$ cat config.mk
export PLATFORM = sky130hd
export DESIGN_NAME = ctrl_decode_stage
export DESIGN_NICKNAME = d
export VERILOG_FILES = /design/src/rtl/ctrl_pkg.sv /design/src/rtl/ctrl_decode_stage_opcode_decoder.sv /design/src/rtl/ctrl_decode_stage.sv
export SDC_FILE = /design/constraint.sdc
export NUM_CORES = 1
export LEC_CHECK = 0
export CORE_MARGIN = 8
export CORE_UTILIZATION = 40
export CTS_CLUSTER_DIAMETER = 80
export DETAILED_ROUTE_END_ITERATION = 10
export PLACE_DENSITY = 0.8
export SLEW_MARGIN = 20
export SYNTH_ARGS = -nofsm -noshare
export SYNTH_HDL_FRONTEND = slang
export SYNTH_HIERARCHICAL = 1
export SYNTH_SLANG_ARGS = --single-unit
export TNS_END_PERCENT = 50
$ cat constraint.sdc
create_clock -name clk -period 3.26 [get_ports clk]
set_input_delay 0.978 -clock clk [delete_from_list [all_inputs] [get_ports clk]]
set_output_delay 0.978 -clock clk [all_outputs]
set_load 0.005 [all_outputs]
$ cat src/rtl/ctrl_pkg.sv
// Shared control-bundle types and opcode constants for the RV32 decode stage.
package ctrl_pkg;

  localparam logic [6:0] OP_LOAD   = 7'b0000011;
  localparam logic [6:0] OP_STORE  = 7'b0100011;
  localparam logic [6:0] OP_RTYPE  = 7'b0110011;
  localparam logic [6:0] OP_IALU   = 7'b0010011;
  localparam logic [6:0] OP_BRANCH = 7'b1100011;
  localparam logic [6:0] OP_JAL    = 7'b1101111;
  localparam logic [6:0] OP_JALR   = 7'b1100111;
  localparam logic [6:0] OP_LUI    = 7'b0110111;
  localparam logic [6:0] OP_AUIPC  = 7'b0010111;

  typedef enum logic [2:0] {
    IMM_I = 3'b000,
    IMM_S = 3'b001,
    IMM_B = 3'b010,
    IMM_J = 3'b011,
    IMM_U = 3'b100
  } immSrc_e;

  typedef enum logic [1:0] {
    RES_ALU = 2'b00,
    RES_MEM = 2'b01,
    RES_PC4 = 2'b10
  } resultSrc_e;

  typedef enum logic [1:0] {
    ALU_ADD   = 2'b00,
    ALU_SUB   = 2'b01,
    ALU_FUNCT = 2'b10,
    ALU_PASSB = 2'b11
  } aluOp_e;

  typedef struct packed {
    logic       regWrite;
    immSrc_e    immSrc;
    logic       aluSrc;
    logic       aluAPc;
    logic       memWrite;
    resultSrc_e resultSrc;
    logic       branch;
    logic       jump;
    aluOp_e     aluOp;
  } ctrl_t;

  localparam ctrl_t CTRL_NOP = '0;

endpackage

$ cat src/rtl/ctrl_decode_stage_opcode_decoder.sv
// Combinational opcode-to-control table; extension opcodes gated by EXT_EN.
module opcode_decoder
  import ctrl_pkg::*;
#(
  parameter bit EXT_EN = 1'b1
) (
  input  logic [6:0] op,
  output ctrl_t      ctrl,
  output logic       illegal
);

  // Opcode table lookup; anything unrecognised becomes a flagged NOP.
  always_comb begin
    ctrl    = CTRL_NOP;
    illegal = 1'b0;
    case (op)
      OP_LOAD: begin
        ctrl.regWrite = 1'b1; ctrl.aluSrc = 1'b1; ctrl.resultSrc = RES_MEM;
      end
      OP_STORE: begin
        ctrl.memWrite = 1'b1; ctrl.aluSrc = 1'b1; ctrl.immSrc = IMM_S;
      end
      OP_RTYPE: begin
        ctrl.regWrite = 1'b1; ctrl.aluOp = ALU_FUNCT;
      end
      OP_IALU: begin
        ctrl.regWrite = 1'b1; ctrl.aluSrc = 1'b1; ctrl.aluOp = ALU_FUNCT;
      end
      OP_BRANCH: begin
        ctrl.branch = 1'b1; ctrl.immSrc = IMM_B; ctrl.aluOp = ALU_SUB;
      end
      OP_JAL: begin
        if (EXT_EN) begin
          ctrl.regWrite = 1'b1; ctrl.jump = 1'b1; ctrl.immSrc = IMM_J; ctrl.resultSrc = RES_PC4;
        end else begin
          illegal = 1'b1;
        end
      end
      OP_JALR: begin
        if (EXT_EN) begin
          ctrl.regWrite = 1'b1; ctrl.jump = 1'b1; ctrl.aluSrc = 1'b1; ctrl.resultSrc = RES_PC4;
        end else begin
          illegal = 1'b1;
        end
      end
      OP_LUI: begin
        if (EXT_EN) begin
          ctrl.regWrite = 1'b1; ctrl.aluSrc = 1'b1; ctrl.immSrc = IMM_U; ctrl.aluOp = ALU_PASSB;
        end else begin
          illegal = 1'b1;
        end
      end
      OP_AUIPC: begin
        if (EXT_EN) begin
          ctrl.regWrite = 1'b1; ctrl.aluSrc = 1'b1; ctrl.aluAPc = 1'b1; ctrl.immSrc = IMM_U;
        end else begin
          illegal = 1'b1;
        end
      end
      default: illegal = 1'b1;
    endcase
  end

endmodule

$ cat src/rtl/ctrl_decode_stage.sv
// Registered main-control decode stage: decoder plus a 1-entry valid/ready
// pipeline register with flush and a saturating illegal-opcode counter.
module ctrl_decode_stage
  import ctrl_pkg::*;
#(
  parameter bit EXT_EN    = 1'b1,
  parameter int TAG_W     = 32,
  parameter int ILL_CNT_W = 8
) (
  input  logic                 clk,
  input  logic                 rst,
  input  logic                 flush,
  input  logic                 in_valid,
  output logic                 in_ready,
  input  logic [6:0]           in_op,
  input  logic [TAG_W-1:0]     in_tag,
  output logic                 out_valid,
  input  logic                 out_ready,
  output logic                 out_reg_write,
  output logic [2:0]           out_imm_src,
  output logic                 out_alu_src,
  output logic                 out_alu_a_pc,
  output logic                 out_mem_write,
  output logic [1:0]           out_result_src,
  output logic                 out_branch,
  output logic                 out_jump,
  output logic [1:0]           out_alu_op,
  output logic [TAG_W-1:0]     out_tag,
  output logic                 out_illegal,
  output logic [ILL_CNT_W-1:0] ill_count
);

  ctrl_t                decCtrlS;
  logic                 decIllegalS;
  logic                 acceptS;
  ctrl_t                ctrlR;
  logic                 validR;
  logic                 illegalR;
  logic [TAG_W-1:0]     tagR;
  logic [ILL_CNT_W-1:0] illCntR;

  opcode_decoder #(.EXT_EN(EXT_EN)) uDecoder (
    .op      (in_op),
    .ctrl    (decCtrlS),
    .illegal (decIllegalS)
  );

  assign in_ready = !validR || out_ready;
  assign acceptS  = in_valid && in_ready && !flush;

  // Pipeline register; flush wins over any handshake and clears the controls.
  always_ff @(posedge clk) begin
    if (!rst) begin
      validR   <= 1'b0;
      ctrlR    <= CTRL_NOP;
      illegalR <= 1'b0;
      tagR     <= '0;
      illCntR  <= '0;
    end else if (flush) begin
      validR   <= 1'b0;
      ctrlR    <= CTRL_NOP;
      illegalR <= 1'b0;
    end else if (acceptS) begin
      validR   <= 1'b1;
      ctrlR    <= decCtrlS;
      illegalR <= decIllegalS;
      tagR     <= in_tag;
      if (decIllegalS && (illCntR != {ILL_CNT_W{1'b1}})) begin
        illCntR <= illCntR + ILL_CNT_W'(1);
      end else begin
        illCntR <= illCntR;
      end
    end else if (validR && out_ready) begin
      validR <= 1'b0;
    end else begin
      validR <= validR;
    end
  end

  assign out_valid      = validR;
  assign out_reg_write  = ctrlR.regWrite;
  assign out_imm_src    = ctrlR.immSrc;
  assign out_alu_src    = ctrlR.aluSrc;
  assign out_alu_a_pc   = ctrlR.aluAPc;
  assign out_mem_write  = ctrlR.memWrite;
  assign out_result_src = ctrlR.resultSrc;
  assign out_branch     = ctrlR.branch;
  assign out_jump       = ctrlR.jump;
  assign out_alu_op     = ctrlR.aluOp;
  assign out_tag        = tagR;
  assign out_illegal    = illegalR;
  assign ill_count      = illCntR;

endmodule

==> flow_summary.ini, run 1 <==
[run_status]
status = completed

[sta]
max-slew-margin-rel_pct = 59.4
fmax_mhz = 325
clock_skew_ns = 0.00346
rsz0062_at_grt = no
finalCriticalPeriod_ns = 3.08
worst_pin_slew_ns = 0.609
setup_tns_ns = 0
setup_violations = 0
hold_violations = 0
period_share_pct = 94.4
drv_slew = 0

[worst_setup_path]
max_stage_delay_ns = 0.52
cp.arrival_ns = 2.10
path_max_fanout = 5
cp-start-kind = primary input
crit_top_cell = clkdlybuf4s50_1
rrSetupSlack_ns = 1.65
r2r-end = ill_count[1]$_SDFFE_PN0P_
worst-path-buf-inv = 2
rr_worst_depth = 5
cpLargestDelayFamily = buffers and inverters
cpMaxStageDelayCell = clkdlybuf4s50_1
critPathCaptureType = output pin
critical_path_class = primary input to output pin
cp.required_ns = 2.28
crit_chain = clkdlybuf4s50_1 -> nand2b_2 -> clkdlybuf4s50_1
timing.rr.start = ill_count[0]$_SDFFE_PN0P_

[final_layout]
stdcell_count = 457
num-nets-final = 429
drive_gt1_share_pct = 5.97
multi_input_area_sq_um = 1080
nFillCells = 495
antennaDiodeCount = 0
ff_latch_area_sq_um = 1100
area_growth_pct = 47.1

[power]
power_density_nw_per_um2 = 375
p_leak_nw = 1.19
swShare_pct = 24.0
sequentialPowerShare_pct = 54.8
pwr-share-comb_pct = 14.6
p_int_mw = 0.974
clockPowerShare_pct = 30.6
vdd_drop_max_mv = 0.239
netSwitchingPower_mw = 0.308

[global_route]
grt_max_degree = 46
gr-usage-all-layers_pct = 14.8
use_met3_pct = 6.19
grt_use_met2_pct = 23.8
grt_pass1_wl_mm = 10.5
overflow = 0
grt.met1_usage_pct = 17.7
antenna_found_initial = 0
grt_pass1_vias = 2132
top_usage_layer = met2

[route]
num_vias = 2259
routed_wl_mm = 6.28
drtIter0Drc = 132
ant_nets = 0
viasPerCell = 4.94
firstDrtPassIters = 4
wl_per_cell_um = 13.7
drcViolationCount = 0

[min_path]
hp-class = flop to flop
hold_depth = 2
hold_end = out_tag[2]$_SDFFE_PN0P_
hold_start = out_tag[2]$_SDFFE_PN0P_

[floorplanning]
coreArea_sq_um = 5570
num_rows = 27
ioPinCount = 100
die_w_um = 92.3
initial_utilization_pct = 41.7
die_y_um = 92.3
dieArea_sq_um = 8510

[synth]
avgSynthCellArea_sq_um = 7.97
seq_area_frac_synth_pct = 47.3
syn-cell-area_sq_um = 2330
synth-edff-count = 0
synth_seq_cells = 55
ys_types = 41
yosysTopAreaCell = dfxtp_1
yosysMostFrequentCell = nand2_1
ys.flop_type = dfxtp_1
synth_common_cells = nand2_1, a21oi_1, dfxtp_1, buf_2, nand3_1
postSynthCellCount = 292
synth_warnings = 6
syn-num-nets = 337
synth.top_cells.by_area = dfxtp_1, nand2_1, a21oi_1
synthArstFlopShare_pct = 0
synth_top_cell_area_share_pct = 47.3

[cts]
cts_buffer_depth = 2
numCtsBuffers = 5
ctsRootBufferMaster = clkbuf_8
cts_max_level = 2
clock_latency_ns = 0.30
postCtsSetupBuffers = 0
path_clk_slew_ns = 0.09
post_cts_resize_count = 0
tritoncts = yes
cts_hold_buffers = 0
cts_sinks = 55

[placement]
gp_congestion = 0.832
placedCellCount = 449
port_buffers = 99
dp_hpwl_mm = 4.65

[run]
cap_violations = 0
-- metal layers --
| layer | share of wire [%] | wire length [um] | vias to the layer above |
|---|---|---|---|
| met2 | 46 | 2910 | 72 |
| met5 | 0 | 0 | - |
| met4 | 1.1 | 70 | 0 |
| met1 | 44 | 2750 | 1018 |
| met3 | 8.7 | 549 | 8 |
| li1 | - | - | 1161 |
-- cells in the final DEF, fill, tap and decap left out, drive strengths merged, types with 3 or more instances in the layout --
master / count
a21oi: 55
and3: 3
buf: 6
clkbuf: 7
clkdlybuf4s50: 99
dfxtp: 55
inv: 4
nand2: 99
nand2b: 5
nand3: 8
nor2: 6
o21ai: 3
or4: 3
-- worst max-delay path by stage --
stage,from,slack (ns),cells past startpoint,end
global placement,out_ready,0.18,3,in_ready
finish,out_ready,0.18,3,in_ready
CTS,out_ready,0.18,3,in_ready
global route,out_ready,0.15,3,in_ready
detailed placement,out_ready,0.17,3,in_ready
floorplan,in_op[3],0.98,8,ill_count[6]$_SDFFE_PN0P_
-- worst reg2reg max path, stage by stage (launching register included) --
cell and delay (ns):
dfxtp_1 0.41, ha_1 0.24, nand3_1 0.09, nor2_1 0.47
o21ai_0 0.18, a21oi_1 0.15
-- area by class of cell --
cell class	count	share of cell area (%)
Clock buffer	7	2.52
Clock inverter	1	0.256
Inverter	4	0.439
Multi-Input combinational cell	213	31.7
Sequential cell	55	32.2
Tap cell	72	2.63
Timing Repair Buffer	105	30.3
-- power groups by stage --
stage | Clock [mW] | Combinational, mW | Sequential, mW
3_5_place_dp | 0 | 0.189 | 0.719
2_1_floorplan | 0 | 0.0770 | 0.720
3_3_place_gp | 0 | 0.186 | 0.718
4_1_cts | 0.407 | 0.190 | 0.703
6_report | 0.392 | 0.188 | 0.703
5_1_grt | 0.433 | 0.208 | 0.706
-- cells by family after synthesis --
group	after synthesis	share of synthesized area, %
flops	55	47.3
mux	2	0.861
fa+ha+maj	1	0.538
buf+inv	24	6.08
compound gates	67	15.8
xor+xnor	1	0.377
simple gates	142	29.0
-- state kept, by name (all words and copies together), names as in the netlist --
| register | cells |
|---|---|
| ill_count | 8 |
| out_alu_a_pc | 1 |
| out_alu_op | 2 |
| out_alu_src | 1 |
| out_branch | 1 |
| out_illegal | 1 |
| out_imm_src | 3 |
| out_jump | 1 |
| out_mem_write | 1 |
| out_reg_write | 1 |
| out_result_src | 2 |
| out_tag | 32 |
| out_valid | 1 |
-- metrics by stage --
step | hold slack [ns] | utilization [%] | setup WS, ns | cell area [sq um] | power, mW
floorplan | 0.453 | - | 0.977 | 2330 | 0.797
global placement | 0.441 | 59.7 | 0.184 | 3330 | 0.904
CTS | 0.460 | 61.4 | 0.177 | 3420 | 1.30
finish | 0.458 | 61.4 | 0.183 | 3420 | 1.28
detailed placement | 0.446 | 59.7 | 0.172 | 3330 | 0.908
global route | 0.480 | 61.4 | 0.147 | 3420 | 1.35
(Power assumes the default switching activity.)
==> run 2, diff against run 1 <==
--- a/config.mk
+++ b/config.mk
@@ -5,7 +5,6 @@
 export SDC_FILE = /design/constraint.sdc
 export NUM_CORES = 1
 export LEC_CHECK = 0
-export CORE_MARGIN = 8
 export CORE_UTILIZATION = 40
 export CTS_CLUSTER_DIAMETER = 80
 export DETAILED_ROUTE_END_ITERATION = 10
==> run 2 against run 1 <==
  * Worst hold slack got worse by 0.0016 ns
  * Register-to-register slack about the same
  * Non-clock buffer count rose by 2
  * Die area is 28% lower
  * Clock power down 7.1%
  * Final area increased by 0.26%
  * Sequential cell count is the same
  * Core utilization increased by 0.53 points
  * Fmax grew 0.34%
  * Critical path type unchanged
  * Critical endpoint unchanged
  * Largest cell class unchanged
==> flow_summary.ini, run 2 (same netlist as run 1, synthesis figures left out) <==
[run_status]
status = completed

[cts]
tritoncts = yes
cts_sinks = 55
post_cts_resize_count = 0
ctsRootBufferMaster = clkbuf_8
postCtsSetupBuffers = 0
cts_buffer_depth = 2
cts_max_level = 2
clock_latency_ns = 0.30
cts_hold_buffers = 0
path_clk_slew_ns = 0.09
numCtsBuffers = 5

[final_layout]
design_area_sq_um = 3430
num-nets-final = 431
drive_gt1_share_pct = 6.72
largest_register_ffs = 32
antennaDiodeCount = 0
nFillCells = 510
layout_common_cells = nand2_1, clkdlybuf4s50_1, a21oi_1, dfxtp_1, buf_4
area_growth_pct = 47.4

[power]
p_leak_nw = 1.19
pwr-share-comb_pct = 15.0
swShare_pct = 24.3
vdd_drop_max_mv = 0.196
power_density_nw_per_um2 = 366
clockPowerShare_pct = 29.0
p_int_mw = 0.951
sequentialPowerShare_pct = 56.0
power.total_mw = 1.26
netSwitchingPower_mw = 0.305

[sta]
rsz0062_at_grt = no
finalCriticalPeriod_ns = 3.07
hold_violations = 0
period_share_pct = 94.1
worst_pin_slew_ns = 0.626
max-slew-margin-rel_pct = 58.2
setup_violations = 0
setup_tns_ns = 0
clock_skew_ns = 0.00527
hold_ws_ns = 0.456
fmax_mhz = 326
drv_slew = 0

[placement]
dp_hpwl_mm = 4.13
gp_congestion = 0.847
port_buffers = 99
placed_area_sq_um = 3340

[floorplanning]
die_w_um = 78.3
die_y_um = 78.3
initial_utilization_pct = 42.0
ioPinCount = 100
num_rows = 27
coreArea_sq_um = 5540
dieArea_sq_um = 6120

[worst_setup_path]
crit_top_cell = clkdlybuf4s50_1
worst-path-buf-inv = 2
cp-start-kind = primary input
startpoint = out_ready
r2r-end = ill_count[1]$_SDFFE_PN0P_
rrSetupSlack_ns = 1.64
cp.arrival_ns = 2.09
worst-path-stages = 3
timing.rr.start = ill_count[0]$_SDFFE_PN0P_
cpLargestDelayFamily = buffers and inverters
crit_path_end = in_ready
cp.required_ns = 2.28
path_max_fanout = 5
critical_path_class = primary input to output pin
crit_chain = clkdlybuf4s50_1 -> nand2b_2 -> clkdlybuf4s50_1
cpMaxStageDelayCell = clkdlybuf4s50_1
rr_worst_depth = 5
critPathCaptureType = output pin
max_stage_delay_ns = 0.51

[global_route]
grt_max_degree = 31
antenna_found_initial = 0
gr-usage-all-layers_pct = 18.7
grt_pass1_wl_mm = 9.16
grt_pass1_vias = 2037
overflow = 0

[route]
wl_per_cell_um = 12.4
drcViolationCount = 0
ant_nets = 0
viasPerCell = 5.00
routed_wl_mm = 5.69
drtIter0Drc = 95
num_vias = 2293
firstDrtPassIters = 4

[min_path]
hp-class = flop to flop

[run]
cap_violations = 0
-- run 2: cell count changes in the layout (fill, tap and decap cells not counted) --
cell	delta
clkbuf_8	-1
clkinv_2	+1
clkinv_4	-1
clkinvlp_4	+2
buf_4	+2
clkbuf_1	-1
-- run 2: layout make-up --
type	count	area, sq um	share of cell area [%]
clock buffers	5	68.8	2.01
clock inverters	3	20.0	0.584
inverters	4	15.0	0.438
multi-input cells	213	1080	31.6
flip-flops and latches	55	1100	32.1
well taps	72	90.1	2.63
repair buffers	107	1050	30.6
-- run 2: power by group through the flow --
| stage | combinational, mW | sequential [mW] | clock [mW] |
|---|---|---|---|
| 5_1_grt | 0.205 | 0.707 | 0.417 |
| 4_1_cts | 0.190 | 0.704 | 0.377 |
| 6_report | 0.189 | 0.703 | 0.364 |
| 2_1_floorplan | 0.0770 | 0.720 | 0 |
| 3_5_place_dp | 0.189 | 0.719 | 0 |
| 3_3_place_gp | 0.186 | 0.718 | 0 |
-- run 2: how the worst min path moves through the flow --
stage                                       end  slack, ns                         from  cells past startpoint
finish                 out_alu_src$_SDFFE_PP0P_       0.46     out_alu_src$_SDFFE_PP0P_                      2
global placement        out_tag[7]$_SDFFE_PN0P_       0.44      out_tag[7]$_SDFFE_PN0P_                      2
floorplan             out_alu_a_pc$_SDFFE_PP0P_       0.45    out_alu_a_pc$_SDFFE_PP0P_                      2
CTS                 out_imm_src[1]$_SDFFE_PP0P_       0.46  out_imm_src[1]$_SDFFE_PP0P_                      2
detailed placement      out_tag[6]$_SDFFE_PN0P_       0.45      out_tag[6]$_SDFFE_PN0P_                      2
global route            out_tag[6]$_SDFFE_PN0P_       0.47      out_tag[6]$_SDFFE_PN0P_                      2
-- run 2: worst reg2reg max path, delay by kind of cell, from the launching register on --
kind | cells | cell delay, ns
DFF | 1 | 0.43
and+or+nand+nor | 2 | 0.54
AOI/OAI and AO/OA | 2 | 0.34
adders and majority gates | 1 | 0.25
-- run 2: per-layer routing --
metal	routed length (um)	share of wire, %	GRT usage, %
met1	2470	43	21.9
met2	2790	49	33.5
met3	340	6.0	4.53
met4	93	1.6	5.74
met5	0	0	0
-- run 2: per-stage QoR --
step	cells	setup slack, ns	util, %
floorplan	292	0.977	-
detailed placement	451	0.194	60.3
finish	459	0.194	61.9
global route	459	0.149	61.9
global placement	451	0.189	60.3
CTS	459	0.187	61.9
==> run 3, diff against run 2 <==
--- a/config.mk
+++ b/config.mk
@@ -5,10 +5,10 @@
 export SDC_FILE = /design/constraint.sdc
 export NUM_CORES = 1
 export LEC_CHECK = 0
-export CORE_UTILIZATION = 40
+export CORE_UTILIZATION = 35
 export CTS_CLUSTER_DIAMETER = 80
 export DETAILED_ROUTE_END_ITERATION = 10
-export PLACE_DENSITY = 0.8
+export PLACE_DENSITY = 0.72
 export SLEW_MARGIN = 20
 export SYNTH_ARGS = -nofsm -noshare
 export SYNTH_HDL_FRONTEND = slang
==> run 3 against run 2 <==
  * Clock skew is 0.0040 ns higher
  * Core utilization is 8.1 points lower
  * Wire length is 3.0% higher
  * Die area is 14% higher
  * Cell count is 0.65% higher
  * Sequential power hardly changed
  * Sequential cell count stayed put
  * Critical path type unchanged
==> flow_summary.ini, run 3 (same netlist as run 1, synthesis figures left out) <==
[worst_setup_path]
cp-start-kind = primary input
crit_path_end = in_ready
max_stage_delay_ns = 0.51
cp.required_ns = 2.28
worst-path-buf-inv = 2
cpLargestDelayFamily = buffers and inverters
worst-path-stages = 3
cpMaxStageDelayCell = clkdlybuf4s50_1
rrSetupSlack_ns = 1.66
crit_top_cell = clkdlybuf4s50_1
cp.arrival_ns = 2.09
critPathCaptureType = output pin
crit_chain = clkdlybuf4s50_1 -> nand2b_2 -> clkdlybuf4s50_1
critical_path_class = primary input to output pin
r2r-end = ill_count[5]$_SDFFE_PN0P_
startpoint = out_ready
path_max_fanout = 5
timing.rr.start = ill_count[0]$_SDFFE_PN0P_
rr_worst_depth = 5

[placement]
dp_hpwl_mm = 4.20
placed_area_sq_um = 3340
port_buffers = 99
gp_congestion = 0.791

[final_layout]
nFillCells = 628
design_area_sq_um = 3440
num-nets-final = 429
antennaDiodeCount = 0
largest_register_ffs = 32
layout_common_cells = nand2_1, clkdlybuf4s50_1, a21oi_1, dfxtp_1, nand3_1
drive_gt1_share_pct = 6.23
area_growth_pct = 47.8

[route]
drcViolationCount = 0
drtIter0Drc = 92
wl_per_cell_um = 12.7
viasPerCell = 4.91
firstDrtPassIters = 4
num_vias = 2267
ant_nets = 0
routed_wl_mm = 5.86

[cts]
cts_max_level = 2
postCtsSetupBuffers = 0
numCtsBuffers = 5
cts_sinks = 55
cts_hold_buffers = 0
ctsRootBufferMaster = clkbuf_8
clock_latency_ns = 0.32
path_clk_slew_ns = 0.09
tritoncts = yes
cts_buffer_depth = 2
post_cts_resize_count = 0

[floorplanning]
num_rows = 29
die_y_um = 83.5
ioPinCount = 100
coreArea_sq_um = 6390
dieArea_sq_um = 6980
die_w_um = 83.5
initial_utilization_pct = 36.4

[sta]
setup_violations = 0
finalCriticalPeriod_ns = 3.07
max-slew-margin-rel_pct = 61.5
period_share_pct = 94.2
clock_skew_ns = 0.00930
fmax_mhz = 326
drv_slew = 0
hold_violations = 0
rsz0062_at_grt = no
worst_pin_slew_ns = 0.577
setup_tns_ns = 0

[run]
cap_violations = 0

[global_route]
grt_pass1_wl_mm = 9.84
grt_max_degree = 40
gr-usage-all-layers_pct = 17.1
overflow = 0
grt_pass1_vias = 2155
antenna_found_initial = 0

[min_path]
hp-class = flop to flop

[power]
p_leak_nw = 1.19
power_density_nw_per_um2 = 371
vdd_drop_max_mv = 0.212

[run_status]
status = completed
## run 3: changes by cell type in the layout (fill, tap and decap cells not counted)
| cell | change |
|---|---|
| clkinvlp_4 | -1 |
| clkinv_2 | -1 |
| buf_4 | -3 |
| buf_12 | +1 |
| clkinv_4 | +2 |
## run 3: layout make-up
class / instances / area [sq um] / area share (%)
Sequential cell: 55 / 1100 / 32.0
Timing Repair Buffer: 105 / 1050 / 30.5
Clock inverter: 3 / 25.0 / 0.728
Multi-Input combinational cell: 213 / 1080 / 31.5
Tap cell: 77 / 96.3 / 2.80
Inverter: 4 / 15.0 / 0.437
Clock buffer: 5 / 68.8 / 2.00
## run 3: report_power, final
group          internal [mW]  switching, mW  leakage (nW)
Combinational          0.109         0.0792         0.698
Sequential             0.692         0.0112         0.447
Clock                  0.154          0.231        0.0443
## run 3: metrics by stage
step | std cells | hold slack (ns) | power (mW) | setup slack (ns) | util [%]
floorplan | 292 | 0.453 | 0.797 | 0.977 | -
global placement | 454 | 0.441 | 0.906 | 0.192 | 52.4
detailed placement | 454 | 0.446 | 0.909 | 0.189 | 52.4
CTS | 462 | 0.459 | 1.30 | 0.189 | 53.8
global route | 462 | 0.481 | 1.34 | 0.167 | 53.8
finish | 462 | 0.458 | 1.28 | 0.190 | 53.8
## run 3: worst min path at each step
stage / start / end / slack, ns / cells after the start
after CTS: out_tag[30]$_SDFFE_PN0P_ / out_tag[30]$_SDFFE_PN0P_ / 0.46 / 2
after global routing: out_tag[2]$_SDFFE_PN0P_ / out_tag[2]$_SDFFE_PN0P_ / 0.48 / 2
final: out_alu_a_pc$_SDFFE_PP0P_ / out_alu_a_pc$_SDFFE_PP0P_ / 0.46 / 2
after floorplan: out_alu_a_pc$_SDFFE_PP0P_ / out_alu_a_pc$_SDFFE_PP0P_ / 0.45 / 2
after global placement: out_tag[24]$_SDFFE_PN0P_ / out_tag[24]$_SDFFE_PN0P_ / 0.44 / 2
after detailed placement: out_tag[6]$_SDFFE_PN0P_ / out_tag[6]$_SDFFE_PN0P_ / 0.45 / 2
## run 3: tightest hold or removal path, cell delays in order (launching register included)
cell,delay (ns)
dfxtp_1,0.32
nand2_1,0.05
a21oi_1,0.05
## run 3: routing by layer
metal	share of wire [%]	routed length, um	GRT usage [%]	up-vias
li1	-	-	-	1160
met3	5.8	338	4.15	7
met1	44	2580	20.2	1026
met2	49	2850	30.6	74
met5	0	0	0	-
met4	1.4	84	5.39	0
